==> src/rtl/max_pool_2x2.sv <==
// 2x2 stride-2 max-pooling stage for the convolution's clamped pixel stream.
// Keeps one half-width row of horizontal pair maxima and emits one pooled pixel per block.
module max_pool_2x2 #(
   parameter int WORD_SIZE = 8,
   parameter int IN_COLS   = 538
) (
   input  logic                 clk,
   input  logic                 rst,
   input  logic [WORD_SIZE-1:0] in_pixel,
   input  logic                 in_valid,
   input  logic                 in_sof,
   output logic [WORD_SIZE-1:0] out_pixel,
   output logic                 out_valid,
   output logic                 out_eol
);

   localparam int OUT_COLS = IN_COLS / 2;
   localparam int CW       = (IN_COLS > 1) ? $clog2(IN_COLS) : 1;
   localparam int AW       = (CW > 1) ? CW - 1 : 1;
   localparam bit ODD_COLS = (IN_COLS % 2) != 0;
   localparam logic [CW-1:0] LAST_COL = CW'(IN_COLS - 1);
   localparam logic [AW-1:0] LAST_OUT = AW'(OUT_COLS - 1);

   logic [CW-1:0]        col_reg, col_next, col_cur;
   logic                 parity_reg, parity_next, parity_cur;
   logic [WORD_SIZE-1:0] pair_reg, pair_max, buf_rd_reg;
   logic [WORD_SIZE-1:0] row_buf [OUT_COLS];
   logic [AW-1:0]        addr;
   logic                 pool_col, buf_wr, buf_rd, emit;

   // in_sof overrides the counter state for the pixel it arrives with
   always_comb begin
      col_cur    = in_sof ? '0 : col_reg;
      parity_cur = in_sof ? 1'b0 : parity_reg;
      addr       = AW'(col_cur >> 1);
      pool_col   = !(ODD_COLS && (col_cur == LAST_COL));
      pair_max   = (in_pixel > pair_reg) ? in_pixel : pair_reg;
      buf_rd     = in_valid && pool_col && !col_cur[0] && parity_cur;
      buf_wr     = in_valid && pool_col &&  col_cur[0] && !parity_cur;
      emit       = in_valid && pool_col &&  col_cur[0] &&  parity_cur;
      col_next    = col_cur + CW'(1);
      parity_next = parity_cur;
      if (col_cur == LAST_COL) begin
         col_next    = '0;
         parity_next = !parity_cur;
      end
   end

   always_ff @(posedge clk or negedge rst) begin
      if (!rst) begin
         col_reg    <= '0;
         parity_reg <= 1'b0;
         pair_reg   <= '0;
         out_pixel  <= '0;
         out_valid  <= 1'b0;
         out_eol    <= 1'b0;
      end else begin
         out_valid <= emit;
         out_eol   <= emit && (addr == LAST_OUT);
         if (in_valid) begin
            col_reg    <= col_next;
            parity_reg <= parity_next;
            if (pool_col && !col_cur[0])
               pair_reg <= in_pixel;
         end
         if (emit)
            out_pixel <= (buf_rd_reg > pair_max) ? buf_rd_reg : pair_max;
      end
   end

   // Bottom-row entry is prefetched on the even pixel of the pair, so the single
   // port sees a read on even/bottom pixels and a write on odd/top pixels only.
   always_ff @(posedge clk) begin
      if (buf_wr)
         row_buf[addr] <= pair_max;
      if (buf_rd)
         buf_rd_reg <= row_buf[addr];
   end

endmodule

==> config.mk <==
export PLATFORM = sky130hd
export DESIGN_NAME = max_pool_2x2
export DESIGN_NICKNAME = d
export VERILOG_FILES = /design/src/rtl/max_pool_2x2.sv
export SDC_FILE = /design/constraint.sdc
export NUM_CORES = 2
export LEC_CHECK = 0
export ABC_AREA = 1
export BUFFER_PORTS_ARGS = -buffer_cell sky130_fd_sc_hd__buf_4
export CAP_MARGIN = 20
export CORE_MARGIN = 4
export CORE_UTILIZATION = 45
export DETAILED_ROUTE_END_ITERATION = 8
export PLACE_DENSITY_LB_ADDON = 0.15
export SETUP_SLACK_MARGIN = 0.5
export SYNTH_ARGS = -nofsm -noshare
export SYNTH_HDL_FRONTEND = slang
export SYNTH_SLANG_ARGS = --single-unit
==> constraint.sdc <==
create_clock -name clk -period 21.4 [get_ports clk]
set_clock_uncertainty 0.05 [all_clocks]
set_input_delay 3.21 -clock clk [delete_from_list [all_inputs] [get_ports clk]]
set_output_delay 3.21 -clock clk [all_outputs]
set_load 0.05 [all_outputs]
==> impl_results.rst <==
.. list-table::
   :header-rows: 1

   * - Metric
     - Value
   * - Run status
     - finished clean
   * - Cell count after placement
     - 8982
   * - Final instance area
     - 95520 sq um
   * - CTS root buf
     - clkbuf_16
   * - Die Span X
     - 444.8 um
   * - IO Count
     - 22
   * - Final Util
     - 50.28%
   * - Leakage power
     - 33.21 nW
   * - End of the worst register-to-register path
     - buf_rd_reg[4]
   * - Number of stages on the worst setup path
     - 18
   * - Count of placed standard cells in the final layout, fillers left out
     - 9379
   * - # port buffers
     - 21
   * - Fmax achieved
     - 0.1167 GHz
   * - Antenna cells
     - 0
   * - Share of the synthesized area in the top cell type
     - 75.56%
   * - Critical Path Slowest Stage Cell
     - buf_4
   * - CTS Buf Count
     - 218
   * - Number of pins exceeding their max-slew limit in the final report
     - 0
   * - Most area-hungry cell type in the Yosys netlist
     - edfxtp_1
   * - Share of post-route cells with drive strength above 1
     - 6.639%
   * - Count of maximum capacitance violations
     - 0
   * - Capturing instance or port of the critical path
     - buf_rd_reg[1]
   * - Height of the die
     - 444.8 um
   * - Antenna-violating nets left
     - 0
   * - Cts-stage hold buffer count
     - 0
   * - Vias per std cell
     - 5.749
   * - Library cells used by synthesis
     - 29
   * - Final setup violation count
     - 0
   * - Router iterations before antenna repair
     - 6
   * - Number of instances in the synthesized netlist
     - 6723
   * - Post-synthesis instance area
     - 85840 sq um
   * - Element type at the critical path start
     - primary input
   * - Crit path buffers/inverters
     - 6
   * - Kind of critical path
     - in -> reg
   * - Min-delay worst type
     - reg -> reg
   * - Total power per unit cell area
     - 101.2 nW/um^2
   * - Cells taking the most area after synthesis
     - edfxtp_1, nand2_1, a22oi_1, nor2_1, nand4_1
   * - #FFs+latches synth
     - 2189
   * - Number of clock sinks
     - 2189
   * - Flip-flop count of the largest register, all copies and words added
     - 2152
   * - Vias in the first global route
     - 51674
   * - Routed wirelength normalized by instance count
     - 27.11 um
   * - Post-route setup slack
     - 12830 ps
   * - DRC violation count after routing
     - 0
   * - Worst r2r path cells
     - 15
   * - Die area
     - 197800 sq um
   * - Cell depth of the worst min-delay path
     - 2
   * - RSZ-0062 raised after global routing
     - no
   * - Hold violation count in the final report
     - 0
   * - Sum of negative setup slack
     - 0 ps
   * - Mapped Nets
     - 6753
   * - CTS H-tree lvls
     - 4
   * - Core Area
     - 190000 sq um
   * - Final worst-path cycle share
     - 40.06%
   * - Clock tree from TritonCTS
     - built
   * - Std cell rows
     - 160
   * - Overall power after layout
     - 9.667 mW
   * - Final HPWL from detailed placement
     - 140.5 mm
   * - Sequential fraction of the synthesis area
     - 76.41%
   * - Initial antenna violation count
     - 6
   * - Area delta synth->final
     - 11.27%
   * - Peak per-stage delay on the critical path
     - 800 ps
   * - Final wirelength
     - 254.2 mm
   * - Cell-by-cell listing of the critical path
     - buf_4 > clkinv_2 > buf_4 > nand2_4 > nor2_4 > buf_4 > buf_4 > buf_4 > nand2_1 > nand4_1 > nand2_1 > nand2_1 > nor2_1 > nor2_1 > nor2_1 > nand3_1 > nand3_1 > nand3_1
   * - Postcts setup bufs
     - 0
   * - Vias after detailed routing
     - 53921
   * - Source-to-sink clock delay at the later pin of the worst-skew pair
     - 860 ps
   * - Gp weighted congestion
     - 0.8387
   * - Wire length of the first global-routing pass
     - 368.3 mm
   * - Combined global-route utilization of all metal layers
     - 25.36%
   * - Largest fanout on the critical path
     - 57
   * - Cell occurring most often along the worst timing path
     - buf_4
   * - Worst hold slack across all endpoints
     - 432.4 ps
   * - Type of element capturing the critical path
     - flop
   * - Initial drt markers
     - 6128
   * - Family of cells with the greatest summed delay on the critical path
     - buffers and inverters
   * - Dpl cell area
     - 88640 sq um
   * - Initial cell density of the core
     - 45.18%
   * - Peak supply drop
     - 0.09566 mV
   * - GRT overflow
     - 0
   * - Worst reg2reg startpoint
     - col_reg[1]
   * - # nets final
     - 6721
   * - Shortest clock period the worst path allows after layout
     - 8572 ps
   * - Worst slack after detailed placement
     - 12030 ps
   * - Largest net degree at the start of global routing
     - 163
   * - Clock Path Buffers
     - 3
   * - Yosys warning count
     - 0
   * - Launching element of the worst setup path
     - in_sof
   * - Internal reg-to-reg setup slack
     - 15500 ps
   * - Clock transition at path regs
     - 60 ps
   * - Critical path required time
     - 22050 ps
   * - Data arrival time at the worst-slack endpoint
     - 9220 ps
   * - Slew HR
     - 20.58%
   * - Total of cells resized after clock tree synthesis
     - 0
   * - Worst slew pin tran
     - 1191 ps
   * - Syn avg cell area
     - 12.77 sq um
-- worst reg2reg max path, cell delays in order, from the launching register on --
cell and delay, ps:
dfrtp_4 630, buf_4 420, nor2_4 1000, buf_12 630, buf_4 780, buf_4 630, a22oi_1 220, nand2_1 130
nand2_1 90, nand2_1 180, o21ai_1 230, nand2_1 130, nor2_1 50, nor2_1 440, nor2_1 80, nand2_1 70
-- cell usage after synthesis, drive strengths merged --
master,count
a21oi,34
a221oi,1
a22o,1
a22oi,542
buf,150
clkbuf,216
clkinv,5
dfrtp,29
edfxtp,2160
ha,18
inv,67
nand2,2577
nand3,102
nand4,187
nor2,513
nor3,6
nor4,1
o211ai,3
o21a,2
o21ai,96
o22ai,3
o31ai,1
xor2,9
-- where the power goes --
| group | internal (mW) | switching, mW |
|---|---|---|
| combinational | 0.153 | 0.767 |
| sequential | 5.01 | 0.00734 |
| clock | 2.11 | 1.62 |
-- worst min-delay path by stage --
stage / slack [ps] / startpoint / end
global route: 460 / out_pixel[4] / out_pixel[4]
detailed placement: 420 / out_pixel[6] / out_pixel[6]
CTS: 440 / out_pixel[6] / out_pixel[6]
finish: 430 / out_pixel[6] / out_pixel[6]
floorplan: 420 / pair_reg[3] / pair_reg[3]
global placement: 420 / out_pixel[3] / out_pixel[3]
-- logic make-up after synthesis --
family | synth area share [%]
compound gates | 5.593
flops | 76.41
xor+xnor | 0.09183
buf+inv | 2.079
fa+ha+maj | 0.2624
simple gates | 15.57
-- per-layer routing --
layer / vias to the layer above / GRT usage, % / wire length [um]
met3: 418 / 4.394 / 21150
met1: 27209 / 36.23 / 106700
met2: 2344 / 39.47 / 117200
li1: 23938 / - / -
met5: - / 0 / 74
met4: 12 / 8.960 / 9156
-- final cells by class --
type	instances	area, sq um
Timing Repair Buffer	114	972.2
Tap cell	2511	3142
Inverter	72	324.1
Multi-Input combinational cell	4096	18610
Sequential cell	2189	65590
Clock inverter	123	1169
Clock buffer	274	5708
Fill cell	16275	94470
-- layout by cell type, fill, tap and decap left out, types with 3 or more instances in the layout --
cell and count:
a21oi_1 34, a22oi_1 542, buf_12 9, buf_4 104, bufinv_16 19, clkbuf_1 54, clkbuf_16 220, clkinv_1 59
clkinv_2 35, clkinv_8 3, dfrtp_1 28, edfxtp_1 2160, ha_1 18, inv_1 53, inv_2 6, inv_6 6
inv_8 7, nand2_1 2559, nand2_2 14, nand2_4 4, nand3_1 102, nand4_1 187, nor2_1 496, nor2_2 5
nor2_4 12, nor3_1 5, o211ai_1 3, o21ai_0 46, o21ai_1 49, o22ai_1 3, xor2_1 9
Power figures use the tool's default switching activity.
